**src/rtl/bcd_disp_pkg.sv**
```systemverilog
`default_nettype none
// ---------------------------------------------------------------------------
// bcd_disp_pkg : shared glyph constants and BCD digit width for display paths
// Revision     : 1.0
// ---------------------------------------------------------------------------
package bcd_disp_pkg;

  localparam int BCD_W = 4;

  // Active-low glyphs, bit order {g,f,e,d,c,b,a}
  localparam logic [6:0] SEG_0    = 7'b1000000;
  localparam logic [6:0] SEG_1    = 7'b1111001;
  localparam logic [6:0] SEG_2    = 7'b0100100;
  localparam logic [6:0] SEG_3    = 7'b0110000;
  localparam logic [6:0] SEG_4    = 7'b0011001;
  localparam logic [6:0] SEG_5    = 7'b0010010;
  localparam logic [6:0] SEG_6    = 7'b0000010;
  localparam logic [6:0] SEG_7    = 7'b1111000;
  localparam logic [6:0] SEG_8    = 7'b0000000;
  localparam logic [6:0] SEG_9    = 7'b0010000;
  localparam logic [6:0] SEG_DASH = 7'b0111111;
  localparam logic [6:0] SEG_OFF  = 7'h7F;

endpackage
`default_nettype wire

```
**src/rtl/bcd_to_seg7.sv**
```systemverilog
`default_nettype none
// ---------------------------------------------------------------------------
// bcd_to_seg7 : combinational BCD digit to active-low seven-segment glyph
// Revision    : 1.0
// ---------------------------------------------------------------------------
module bcd_to_seg7
  import bcd_disp_pkg::*;
(
  input  logic [BCD_W-1:0] i_bcd,
  output logic [6:0]       o_seg
);

  always_comb begin
    o_seg = SEG_DASH;
    case (i_bcd)
      4'd0:    o_seg = SEG_0;
      4'd1:    o_seg = SEG_1;
      4'd2:    o_seg = SEG_2;
      4'd3:    o_seg = SEG_3;
      4'd4:    o_seg = SEG_4;
      4'd5:    o_seg = SEG_5;
      4'd6:    o_seg = SEG_6;
      4'd7:    o_seg = SEG_7;
      4'd8:    o_seg = SEG_8;
      4'd9:    o_seg = SEG_9;
      default: o_seg = SEG_DASH;
    endcase
  end

endmodule
`default_nettype wire

```
**src/rtl/bcd_seg_scan.sv**
```systemverilog
`default_nettype none
// ---------------------------------------------------------------------------
// bcd_seg_scan : multiplexed common-anode 7-seg driver, frame-synchronous load
// Revision     : 1.0
// ---------------------------------------------------------------------------
module bcd_seg_scan
  import bcd_disp_pkg::*;
#(
  parameter int NUM_DIGITS  = 4,
  parameter int REFRESH_DIV = 1000
) (
  input  logic                        clk,
  input  logic                        rst,
  input  logic [BCD_W*NUM_DIGITS-1:0] bcd_in,
  input  logic [NUM_DIGITS-1:0]       dp_in,
  input  logic                        load,
  input  logic                        blank_lz,
  output logic [6:0]                  seg,
  output logic                        dp,
  output logic [NUM_DIGITS-1:0]       an,
  output logic                        scan_tick
);

  localparam int CNT_W = $clog2(REFRESH_DIV);
  localparam int IDX_W = $clog2(NUM_DIGITS);
  localparam int BUS_W = BCD_W * NUM_DIGITS;

  logic [CNT_W-1:0]      cnt_q, cnt_d;
  logic [IDX_W-1:0]      idx_q, idx_d;
  logic [BUS_W-1:0]      pend_bcd_q, pend_bcd_d;
  logic [NUM_DIGITS-1:0] pend_dp_q, pend_dp_d;
  logic                  pend_valid_q, pend_valid_d;
  logic [BUS_W-1:0]      disp_bcd_q, disp_bcd_d;
  logic [NUM_DIGITS-1:0] disp_dp_q, disp_dp_d;
  logic [6:0]            seg_q, seg_d;
  logic                  dp_q, dp_d;
  logic [NUM_DIGITS-1:0] an_q, an_d;

  logic                  cnt_last;
  logic                  idx_last;
  logic [BCD_W-1:0]      cur_digit;
  logic                  cur_dp;
  logic                  cur_upper_zero;
  logic                  zero_acc;
  logic                  blanked;
  logic [6:0]            glyph;

  assign cnt_last  = (cnt_q == CNT_W'(REFRESH_DIV - 1));
  assign idx_last  = (idx_q == IDX_W'(NUM_DIGITS - 1));
  assign scan_tick = cnt_last;

  bcd_to_seg7 u_dec (
    .i_bcd (cur_digit),
    .o_seg (glyph)
  );

  // Digit select plus "this digit and all above it are zero" scan from the top
  always_comb begin
    cur_digit      = '0;
    cur_dp         = 1'b0;
    cur_upper_zero = 1'b0;
    zero_acc       = 1'b1;
    for (int k = NUM_DIGITS - 1; k >= 0; k--) begin
      zero_acc = zero_acc & (disp_bcd_q[k*BCD_W +: BCD_W] == '0);
      if (idx_q == IDX_W'(k)) begin
        cur_digit      = disp_bcd_q[k*BCD_W +: BCD_W];
        cur_dp         = disp_dp_q[k];
        cur_upper_zero = zero_acc;
      end
    end
    blanked = blank_lz && (idx_q != '0) && cur_upper_zero;
  end

  always_comb begin
    cnt_d        = cnt_q + CNT_W'(1);
    idx_d        = idx_q;
    pend_bcd_d   = pend_bcd_q;
    pend_dp_d    = pend_dp_q;
    pend_valid_d = pend_valid_q;
    disp_bcd_d   = disp_bcd_q;
    disp_dp_d    = disp_dp_q;

    if (cnt_last) begin
      cnt_d = '0;
      idx_d = idx_last ? '0 : idx_q + IDX_W'(1);
    end

    // Transfer consumes the old pending word; a coincident load re-arms it
    if (cnt_last && idx_last && pend_valid_q) begin
      disp_bcd_d   = pend_bcd_q;
      disp_dp_d    = pend_dp_q;
      pend_valid_d = 1'b0;
    end
    if (load) begin
      pend_bcd_d   = bcd_in;
      pend_dp_d    = dp_in;
      pend_valid_d = 1'b1;
    end

    seg_d = blanked ? SEG_OFF : glyph;
    dp_d  = blanked ? 1'b1 : ~cur_dp;
    for (int k = 0; k < NUM_DIGITS; k++) begin
      an_d[k] = !((idx_q == IDX_W'(k)) && !blanked);
    end
  end

  always_ff @(posedge clk) begin
    if (rst) begin
      cnt_q        <= '0;
      idx_q        <= '0;
      pend_bcd_q   <= '0;
      pend_dp_q    <= '0;
      pend_valid_q <= 1'b0;
      disp_bcd_q   <= '0;
      disp_dp_q    <= '0;
      seg_q        <= SEG_OFF;
      dp_q         <= 1'b1;
      an_q         <= '1;
    end else begin
      cnt_q        <= cnt_d;
      idx_q        <= idx_d;
      pend_bcd_q   <= pend_bcd_d;
      pend_dp_q    <= pend_dp_d;
      pend_valid_q <= pend_valid_d;
      disp_bcd_q   <= disp_bcd_d;
      disp_dp_q    <= disp_dp_d;
      seg_q        <= seg_d;
      dp_q         <= dp_d;
      an_q         <= an_d;
    end
  end

  assign seg = seg_q;
  assign dp  = dp_q;
  assign an  = an_q;

endmodule
`default_nettype wire

```
**config.mk**
```make
export PLATFORM = sky130hd
export DESIGN_NAME = bcd_seg_scan
export DESIGN_NICKNAME = d
export VERILOG_FILES = /design/src/rtl/bcd_disp_pkg.sv /design/src/rtl/bcd_to_seg7.sv /design/src/rtl/bcd_seg_scan.sv
export SDC_FILE = /design/constraint.sdc
export NUM_CORES = 1
export LEC_CHECK = 0
export ABC_AREA = 1
export ABC_CLOCK_PERIOD_IN_PS = 3150
export BUFFER_PORTS_ARGS = -buffer_cell sky130_fd_sc_hd__buf_4
export CAP_MARGIN = 20
export CORE_MARGIN = 5
export CORE_UTILIZATION = 55
export DETAILED_ROUTE_END_ITERATION = 8
export PLACE_DENSITY_LB_ADDON = 0.15
export SLEW_MARGIN = 10
export SYNTH_ARGS = -nofsm -noshare
export SYNTH_HDL_FRONTEND = slang
export SYNTH_HIERARCHICAL = 1
export SYNTH_SLANG_ARGS = --single-unit
```
**constraint.sdc**
```tcl
create_clock -name clk -period 3.15 [get_ports clk]
set_clock_uncertainty 0.15 [all_clocks]
set_input_delay 0.1575 -clock clk [delete_from_list [all_inputs] [get_ports clk]]
set_output_delay 0.1575 -clock clk [all_outputs]
set_load 0.01 [all_outputs]
```
==> metrics.txt <==
R2R cell count=14; register area share after synthesis=44.8%; reg2reg start=idx_q[0]$_SDFFE_PP0N_; Setup-failing EPs final=0; Final Critical Period=about 2.5 ns; layout cells sized above 1=~14%; setup_tns=0 ns; net switching power=~340 µW; Starting Density=a little under three fifths; fmax=just under 400 MHz; Startpoint Class=flip-flop; Worst path top cell family by delay=simple AND/OR/NAND/NOR gates; Slew headroom=a little under half; Max stage delay on crit path=about 0.37 ns; Synthesized Nets=roughly 440; Core Box Area=approximately 5000 µm²; Buf/Inv on CP=4; largest net degree at the start of global routing=56; row count=26; H-tree levels=3; Primary FF master, synth=dfxtp_1; DP Area=roughly 3200 µm²; post-synth top area share=between 40 and 50%; area leader, netlist=dfxtp_1; Max VDD drop=around 0.00029 V; synthesized area per cell=~7.2 µm²; finished layout cell area=about 3500 µm²; CP max-delay cell=dfxtp_1; EDFF count, synth=0; Reg clk slew, reported paths=~0.070 ns; worst path cell trace=inv_1 > ha_1 > nor2_2 > nand3_1 > o2111ai_1 > o21ai_0 > inv_1 > inv_1 > ha_1 > nand2_1 > nand3_1 > nand2_1 > inv_1 > nand3_1; max cap viols=0; GRT Util Overall=19.6%; Antenna Nets Post-Route=0; Routed WL per cell=approximately 11 µm; hold path start=load; P per Cell Area=453 nW/µm²; chip width=between 80 and 90 µm; fraction of registers with async set/reset=0%; clock share of power=between 40% and 50%; Seq cells post-synth=65; status=finished, final reports clean; Crit. End Element=flip-flop; Worst EP required=roughly 3.2 ns; switching share of power=a little over a fifth; DRC Markers=0; actual slew at the worst max-slew pin=between 0.7 and 0.8 ns; Final Hold Fails=0; Skew-Pair Late Insertion Delay=between 0.3 and 0.4 ns; DRT Pass-1 Iters=4; Hold Crit Depth=3; Placer Congestion=around 0.9; WS Path Type=reg2reg; Logic pwr share=between 6 and 7%; hpwl dp=3.92 mm; Layout area overhead=22.1%; clk buf depth=2; synth warn=6; Filler Cells Inserted=roughly 460; Worst Hold Class=in2reg; worst hold path endpoint=pend_bcd_q[1]$_SDFFE_PP0P_; cell mode on critical path=inv_1; clock sinks=65; antenna cells=0; clk root buf=clkbuf_8; GRT overflow=0; CP arrival=approximately 2.5 ns; first-pass GRT wire length=10.2 mm; Final period util=roughly four fifths; Nets=490; Port Buffers=36; FF-to-FF End=seg[3]$_SDFF_PP1_; full die area=6830 µm²; io pins=37; Vias=approximately 2500; RSZ-0062 raised after global routing=no; Lkg Pwr=approximately 0.0018 µW; Syn Inst Count=between 400 and 500; Cell Area, Synth=2900 µm²; TritonCTS clock tree=yes; initial antenna violation count=0; critical-path maximum fanout=8; most frequent cells after synthesis=90 x nor2_1, 74 x nand2_1, 65 x dfxtp_1; final wirelength=5.90 mm; post-cts resize count=0; flop-to-flop setup slack=between 0.6 and 0.7 ns; Initial DRC Count=between 100 and 150; total CTS buffers=9; vias in the first global route=roughly 2400; Pins Over Slew Limit=0; sequential power share=53.7%; Pint=1260 µW; Netlist cell types=30; top-count cell post-synth=nor2_1; Vias/cell=approximately 4.8; ranking of synthesized cells by area=dfxtp_1 45%, nor2_1 12%, nand2_1 9.6%; Die Y=82.6 µm
worst min-delay path, stage by stage:
cell and delay [ns]:
buf_4 0.20, o21ai_0 0.10, nor2_1 0.08
final cells by class:
class                      count  area (µm²)  share of cell area (%)
clock buffer                  11         131                    3.71
clock inverter                 4        45.0                    1.27
inverter                      53         199                    5.61
multi-input combinational    269        1300                    36.7
sequential                    65        1300                    36.7
tap                           70        87.6                    2.47
timing repair buffer          57         480                    13.6
through the flow:
stage | std cells | power (µW) | setup WS [ns] | utilization (%) | hold WS (ns)
finish | 529 | 1600 | 0.636 | 69.4 | 0.0912
global placement | 493 | 959 | 0.748 | 61.8 | 0.185
CTS | 529 | 1620 | 0.671 | 69.4 | 0.0805
detailed placement | 493 | 960 | 0.700 | 61.8 | 0.186
floorplan | 403 | 923 | 0.904 | - | 0.0766
global route | 529 | 1680 | 0.384 | 69.4 | 0.111
power groups by stage:
stage	Sequential, µW	Combinational (µW)	Clock [µW]
6_report	862	102	641
2_1_floorplan	879	43.3	0
3_5_place_dp	880	80.5	0
4_1_cts	861	101	661
3_3_place_gp	879	79.9	0
5_1_grt	864	116	702
cell families after synthesis:
| logic type | share of synthesized area (%) |
|---|---|
| fa+ha+maj | 4.74 |
| flops | 44.8 |
| buf+inv | 10.4 |
| compound gates | 8.28 |
| xor+xnor | 0.604 |
| simple gates | 31.1 |
what timing repair did:
item                                   in CTS  in global routing
hold buffers                               21                  0
endpoints found under the hold margin      21                  0
buffers inserted                            0                  0
registers in the layout, indices dropped and copies added (netlist names):
signal	flops
cnt_q	10
an	4
disp_bcd_q	16
seg	7
disp_dp_q	4
pend_valid_q	1
pend_dp_q	4
idx_q	2
dp	1
pend_bcd_q	16
layout by cell type (no fill, tap or decap), drive strengths merged, types with 3 or more instances in the layout:
cell type / netlist / layout
nor3: 3 / 3
nand2: 76 / 76
buf: 9 / 36
clkbuf: 7 / 11
nand3: 31 / 31
inv: 53 / 53
ha: 11 / 11
clkinv: 0 / 3
o21ai: 30 / 30
nand4: 5 / 5
nor2: 93 / 93
dfxtp: 65 / 65
dlygate4sd3: 0 / 21
a21oi: 9 / 9
how the worst max path moves through the flow:
stage	startpoint	to	slack, ns	cells after the start
finish	idx_q[0]$_SDFFE_PP0N_	seg[3]$_SDFF_PP1_	0.64	14
global route	idx_q[0]$_SDFFE_PP0N_	seg[3]$_SDFF_PP1_	0.38	14
CTS	idx_q[0]$_SDFFE_PP0N_	seg[3]$_SDFF_PP1_	0.67	14
detailed placement	idx_q[0]$_SDFFE_PP0N_	seg[3]$_SDFF_PP1_	0.70	14
global placement	idx_q[0]$_SDFFE_PP0N_	seg[3]$_SDFF_PP1_	0.75	14
floorplan	idx_q[0]$_SDFFE_PP0N_	seg[3]$_SDFF_PP1_	0.90	15
metal layers:
layer	GRT usage [%]	vias up	wire, µm
met1	24.4	1103	2730
met2	32.0	56	2810
met3	4.66	11	260
met5	0	-	0
li1	-	1353	-
met4	8.82	0	102
Power figures use the tool's default switching activity.
